`src/rtl/if_fetch_pkg.sv`:
```
// ---------------------------------------------------------------------------
// if_fetch_pkg
// Shared bus types and constants for the instruction fetch slice.
//   AddrBus  : 32-bit byte address
//   InstBus  : 32-bit instruction word
//   Enable / Disable / ZeroWord : common control and data constants
//   pcIncrement() : next sequential PC, 32-bit modulo
// ---------------------------------------------------------------------------
package if_fetch_pkg;

   localparam int ADDR_W = 32;
   localparam int INST_W = 32;

   typedef logic [ADDR_W-1:0] AddrBus;
   typedef logic [INST_W-1:0] InstBus;

   localparam logic   Enable   = 1'b1;
   localparam logic   Disable  = 1'b0;
   localparam InstBus ZeroWord = '0;

   // Sequential PC step; the add is deliberately left to wrap at 2^32
   function automatic AddrBus pcIncrement(input AddrBus pc);
      return pc + 32'd4;
   endfunction

endpackage

```
`src/rtl/if_fetch_icache.sv`:
```
// ---------------------------------------------------------------------------
// icache
// Direct-mapped instruction cache with one-word lines.
//   clk, rst   : clock and synchronous active-high reset (clears valid bits)
//   i_rdIdx    : lookup index          i_rdTag  : lookup tag
//   o_hit      : line valid and tag matches   o_data : line data
//   i_wrEn     : fill strobe           i_wrIdx / i_wrTag / i_wrData : fill line
// Lookup is combinational so the fetch unit can decide and present in the
// same cycle.
// ---------------------------------------------------------------------------
module icache
   import if_fetch_pkg::*;
#(
   parameter int IDX_W = 6,
   parameter int TAG_W = ADDR_W - IDX_W - 2
)
(
   input  logic             clk,
   input  logic             rst,
   input  logic [IDX_W-1:0] i_rdIdx,
   input  logic [TAG_W-1:0] i_rdTag,
   output logic             o_hit,
   output InstBus           o_data,
   input  logic             i_wrEn,
   input  logic [IDX_W-1:0] i_wrIdx,
   input  logic [TAG_W-1:0] i_wrTag,
   input  InstBus           i_wrData
);

   localparam int DEPTH = 1 << IDX_W;

   logic [DEPTH-1:0] r_valid;
   logic [TAG_W-1:0] r_tag  [DEPTH];
   InstBus           r_data [DEPTH];

   // Valid bits are the only state that needs clearing; a line whose valid
   // bit is low never reports a hit, so tag and data can power up as garbage.
   always_ff @(posedge clk) begin
      if (rst) begin
         r_valid <= '0;
      end else if (i_wrEn) begin
         r_valid[i_wrIdx] <= 1'b1;
      end
   end

   // Tag and data storage, written only by a completed fill.
   always_ff @(posedge clk) begin
      if (i_wrEn) begin
         r_tag[i_wrIdx]  <= i_wrTag;
         r_data[i_wrIdx] <= i_wrData;
      end
   end

   assign o_hit  = r_valid[i_rdIdx] && (r_tag[i_rdIdx] == i_rdTag);
   assign o_data = r_data[i_rdIdx];

endmodule

```
`src/rtl/if_fetch.sv`:
```
// ---------------------------------------------------------------------------
// if_fetch
// Instruction fetch unit: holds the PC, looks it up in a direct-mapped
// icache, requests missing words from the memory controller's IF port and
// hands one instruction per cycle to decode.
//   clk, rst       : clock, synchronous active-high reset
//   rdy            : global ready; all state holds while low
//   if_enable      : fetch request to memory controller
//   if_addr        : word address being fetched
//   if_inst        : fetched word, valid while if_finished is high
//   if_finished    : one-cycle completion pulse from the controller
//   jump_en        : redirect request (highest priority)
//   jump_addr      : redirect target
//   id_stall       : decode cannot accept an instruction this cycle
//   inst_valid     : inst_o / pc_o carry a valid instruction
//   inst_o, pc_o   : instruction and its address
// ---------------------------------------------------------------------------
module if_fetch
   import if_fetch_pkg::*;
#(
   parameter AddrBus RESET_PC     = 32'h0,
   parameter int     ICACHE_IDX_W = 6
)
(
   input  logic   clk,
   input  logic   rst,
   input  logic   rdy,
   output logic   if_enable,
   output AddrBus if_addr,
   input  InstBus if_inst,
   input  logic   if_finished,
   input  logic   jump_en,
   input  AddrBus jump_addr,
   input  logic   id_stall,
   output logic   inst_valid,
   output InstBus inst_o,
   output AddrBus pc_o
);

   localparam int TAG_W = ADDR_W - ICACHE_IDX_W - 2;

   localparam logic [1:0] ST_IDLE  = 2'd0;
   localparam logic [1:0] ST_MISS  = 2'd1;
   localparam logic [1:0] ST_DRAIN = 2'd2;

   logic [1:0] r_state;
   AddrBus     r_pc;

   logic       w_hit;
   InstBus     w_data;
   logic       w_fill;
   logic       w_slotFree;

   // The output slot can take a new instruction when it is empty or when
   // decode is consuming the current one this very cycle.
   assign w_slotFree = !inst_valid || !id_stall;

   // A fill lands in the cache whenever the outstanding request completes,
   // even if a redirect arrived meanwhile: the word is still correct for
   // if_addr, it just is not presented.
   assign w_fill = rdy && !rst && (r_state == ST_MISS) && if_finished;

   icache #(
      .IDX_W (ICACHE_IDX_W),
      .TAG_W (TAG_W)
   ) u_icache (
      .clk      (clk),
      .rst      (rst),
      .i_rdIdx  (r_pc[ICACHE_IDX_W+1:2]),
      .i_rdTag  (r_pc[ADDR_W-1:ICACHE_IDX_W+2]),
      .o_hit    (w_hit),
      .o_data   (w_data),
      .i_wrEn   (w_fill),
      .i_wrIdx  (if_addr[ICACHE_IDX_W+1:2]),
      .i_wrTag  (if_addr[ADDR_W-1:ICACHE_IDX_W+2]),
      .i_wrData (if_inst)
   );

   // Fetch FSM, PC and output register. IDLE presents hits straight from the
   // cache; a miss parks in MISS with a stable request until the controller
   // completes, then DRAIN spends one cycle with if_enable low so the
   // controller can reset its byte counter. The refilled line is then found
   // by the ordinary IDLE lookup, which keeps a single presentation path.
   // A redirect is applied last so it overrides anything the state did to
   // the PC or the output slot, but it never cancels an outstanding request.
   always_ff @(posedge clk) begin
      if (rst) begin
         r_state    <= ST_IDLE;
         r_pc       <= RESET_PC;
         if_enable  <= Disable;
         if_addr    <= '0;
         inst_valid <= Disable;
         inst_o     <= ZeroWord;
         pc_o       <= '0;
      end else if (rdy) begin
         if (inst_valid && !id_stall) begin
            inst_valid <= Disable;
         end
         case (r_state)
            ST_IDLE: begin
               if (!jump_en && w_slotFree) begin
                  if (w_hit) begin
                     inst_valid <= Enable;
                     inst_o     <= w_data;
                     pc_o       <= r_pc;
                     r_pc       <= pcIncrement(r_pc);
                  end else begin
                     if_enable <= Enable;
                     if_addr   <= r_pc;
                     r_state   <= ST_MISS;
                  end
               end
            end
            ST_MISS: begin
               if (if_finished) begin
                  if_enable <= Disable;
                  r_state   <= ST_DRAIN;
               end
            end
            ST_DRAIN: begin
               r_state <= ST_IDLE;
            end
            default: begin
               r_state <= ST_IDLE;
            end
         endcase
         if (jump_en) begin
            r_pc       <= jump_addr;
            inst_valid <= Disable;
         end
      end
   end

endmodule

```
`config.mk`:
```
export PLATFORM = sky130hd
export DESIGN_NAME = if_fetch
export DESIGN_NICKNAME = d
export VERILOG_FILES = /design/src/rtl/if_fetch_pkg.sv /design/src/rtl/if_fetch_icache.sv /design/src/rtl/if_fetch.sv
export SDC_FILE = /design/constraint.sdc
export NUM_CORES = 2
export LEC_CHECK = 0
export CORE_MARGIN = 2
export CORE_UTILIZATION = 45
export DETAILED_ROUTE_END_ITERATION = 10
export HOLD_SLACK_MARGIN = 0.05
export MAX_ROUTING_LAYER = met4
export SKIP_CTS_REPAIR_TIMING = 1
export SYNTH_ARGS = -nofsm -noshare
export SYNTH_HDL_FRONTEND = slang
export SYNTH_HIERARCHICAL = 1
export SYNTH_SLANG_ARGS = --single-unit
```
`constraint.sdc`:
```
create_clock -name clk -period 7.6 [get_ports clk]
set_input_delay 1.52 -clock clk [delete_from_list [all_inputs] [get_ports clk]]
set_output_delay 1.52 -clock clk [all_outputs]
set_load 0.05 [all_outputs]
```
==> results.yml <==
outcome:
  status: "complete, but fails checks"
  violations: "capacitance limit"
synth:
  ys_ff_latch: 3780
  synth_nets: 6671
  synth_cell_types: 85
  synth.area.top_cells: "edfxtp_1 (74%), mux4_2 (16%), dfxtp_1 (2.7%)"
  synth_edf_count: 3584
  yosysTopAreaCellShare_pct: 74.3
  syn_avg_cell_area_um2: 21.9
  ys_warn_count: 6
  synthArstFlopShare_pct: 0
  netlist_instances: 6600
  synthFlopType: "edfxtp_1"
  ys_seq_area_share_pct: 77.0
  synth_top_cell_by_area: "edfxtp_1"
  syn-cell-area_mm2: 0.145
floorplan:
  num_rows: 208
  initial_utilization_pct: 45.2
  io_pins: 168
  die_area_mm2: 0.326
  die-width_um: 571
  die_height_um: 571
  core_mm2: 0.321
worst_setup_path:
  cp_data_arrival_time_ns: 7.76
  crit_path_start_kind: "flip-flop"
  worstPathRequired_ns: 8.40
  r2r-end: "pc_o[15]"
  cp_max_fo: 31
  r2r-start: "r_pc[6]"
  r2r_slack_ns: 0.64
  crit_path_end_kind: "flip-flop"
  crit_type: "flip-flop to flip-flop"
  r2r_cells: 12
global_routing:
  grt_overflow_total: 0
  grt_usage_pct: 27.3
  grt_max_degree: 136
  grt_pass1_wl_um: 596000
  grt_pass1_vias: 72900
  antenna_found_initial: 27
routing:
  avgViaCountPerCell: 6.41
  drt-pass1-iter-count: 6
  drt_iter0_drc: 11000
  wl_per_cell_um: 37.2
  antenna_left: 0
  drc: 0
  vias: 75000
  wirelength_um: 435000
sta:
  relSlewSlack_pct: 0.117
  slew_viol_final: 0
  hold_viol_final: 0
  period_minus_slack_ns: 6.96
  rsz0062_at_grt: "false"
  worst_slew_pin_slew_ns: 1.50
  finalSetupTns_ns: 0
  max_freq_mhz: 144
  timing.final.crit_share_pct: 91.6
  skew_ns: 0.0769
  setup-violations-final: 0
power:
  p_leak_nw: 49.6
  intPower_w: 0.0339
  worst_ir_drop_vdd_v: 0.000223
  power_density_mw_per_mm2: 260
  power_frac_seq_pct: 52.9
  pwr-share-comb_pct: 4.2
  pwr-share-clk_pct: 43.0
  swShare_pct: 21.2
  p_switching_w: 0.00912
layout:
  nets: 7118
  multi_input_area_mm2: 0.0317
  stdcell_count: 11700
  fill_cells: 24900
  area.sequential_mm2: 0.112
  layout_common_cells: "edfxtp_1 (3584), mux4_2 (1016), clkbuf_16 (382)"
  areaGrowthSynthToFinish_pct: 14.3
  layout-drive-gt1-share_pct: 27.5
  mostFrequentLayoutCell: "edfxtp_1"
placement:
  hpwl_um: 229000
  place_inst: 11000
  port_buffers: 167
  gp_congestion: 0.849
clocking:
  cts_root_buffer: "clkbuf_16"
  cts.path.max_buffers: 4
  path_clk_slew_ns: 0.06
  numCtsBuffers: 378
  htree_num_levels: 5
  cts_tree: "built"
  clock_latency_ns: 0.97
  clock_sinks: 3780
worst_hold_path:
  holdCritPathClass: "flip-flop to flip-flop"
  hp-start: "r_pc[31]"
  holdPathEnd: "pc_o[31]"
  whs_path_depth: 2
job:
  drv_cap: 1
-- layout make-up --
type	count	area share [%]
clock inverters	235	1.36
repair buffers	439	2.68
diodes	14	0.0212
well taps	4305	3.25
clock buffers	465	6.06
inverters	9	0.0265
multi-input cells	2439	19.2
flip-flops and latches	3780	67.4
-- registers in the layout (all words and copies together) (netlist names) --
| name | cells |
|---|---|
| u_icache/r_data | 2048 |
| u_icache/r_tag | 1536 |
| u_icache/r_valid | 64 |
| if_addr | 32 |
| inst_o | 32 |
| pc_o | 32 |
| r_pc | 32 |
| r_state | 2 |
| if_enable | 1 |
| inst_valid | 1 |
-- Yosys cell counts, types with 17 or more instances --
master,n
edfxtp_1,3584
mux4_2,1016
nand2_1,335
nor2_1,246
dfxtp_1,196
a21oi_1,167
clkbuf_1,154
mux2i_1,144
buf_2,118
o21ai_0,57
o22ai_1,42
a22oi_1,38
buf_6,36
nand3_1,34
o221ai_1,31
buf_4,29
nor3_1,29
buf_1,23
nor2b_1,22
mux2_2,19
a31oi_1,18
a211oi_1,17
-- worst max-delay path: stages (launching register included) --
cell and delay [ns]:
dfxtp_4 0.57, buf_4 0.37, nor2_2 1.05, o21ai_0 0.71, o211ai_1 0.30, xnor2_1 0.29, or4_1 0.58, nor4_1 0.90
and4_1 0.65, nand3_4 0.60, buf_4 0.50, nand2_1 0.11, a21oi_1 0.07
-- power groups by stage --
| stage | combinational, W | sequential (W) | clock, W |
|---|---|---|---|
| 2_1_floorplan | 0.00117 | 0.0232 | 0 |
| 3_3_place_gp | 0.00179 | 0.0232 | 0 |
| 3_5_place_dp | 0.00181 | 0.0232 | 0 |
| 4_1_cts | 0.00181 | 0.0227 | 0.0187 |
| 5_1_grt | 0.00190 | 0.0227 | 0.0195 |
| 6_report | 0.00180 | 0.0227 | 0.0185 |
-- routing by layer --
metal / part of all wire (%) / up-vias / GRT usage [%]
met2: 47 / 4515 / 41.7
met5: 0 / - / -
li1: - / 28700 / -
met1: 39 / 41000 / 37.8
met4: 3.4 / 0 / 7.96
met3: 10 / 814 / 4.94
-- worst max path at each step --
stage,startpoint,endpoint,slack (ns),cells past startpoint
2_1_floorplan,rst,u_icache/r_data[61][0],1.89,7
3_3_place_gp,r_pc[2],pc_o[1],0.99,14
3_5_place_dp,r_pc[2],pc_o[15],0.99,14
4_1_cts,r_pc[2],pc_o[15],0.97,14
5_1_grt,r_pc[2],pc_o[3],0.52,14
6_report,r_pc[6],pc_o[15],0.64,12
-- cells by family (layout without fill, tap and decap cells) --
group	after synthesis	after routing	synth area share (%)
buf+inv	381	1148	1.45
simple gates	764	764	2.31
flops	3780	3780	77.0
fa+ha+maj	1	1	0.00864
mux	1180	1180	17.0
compound gates	472	472	2.13
xor+xnor	22	22	0.133
other cells	0	14	0
-- through the flow --
stage | hold WS, ns | cell area, µm² | power, W | worst slack [ns] | util [%]
final | 0.456 | 165000 | 0.0430 | 0.637 | 51.6
after global routing | 0.485 | 165000 | 0.0441 | 0.520 | 51.6
after CTS | 0.455 | 165000 | 0.0432 | 0.970 | 51.6
after detailed placement | 0.449 | 153000 | 0.0250 | 0.991 | 47.8
after global placement | 0.444 | 153000 | 0.0250 | 0.994 | 47.8
after floorplan | 0.435 | 145000 | 0.0243 | 1.89 | -
No activity file was read; power rests on OpenSTA's default activity.
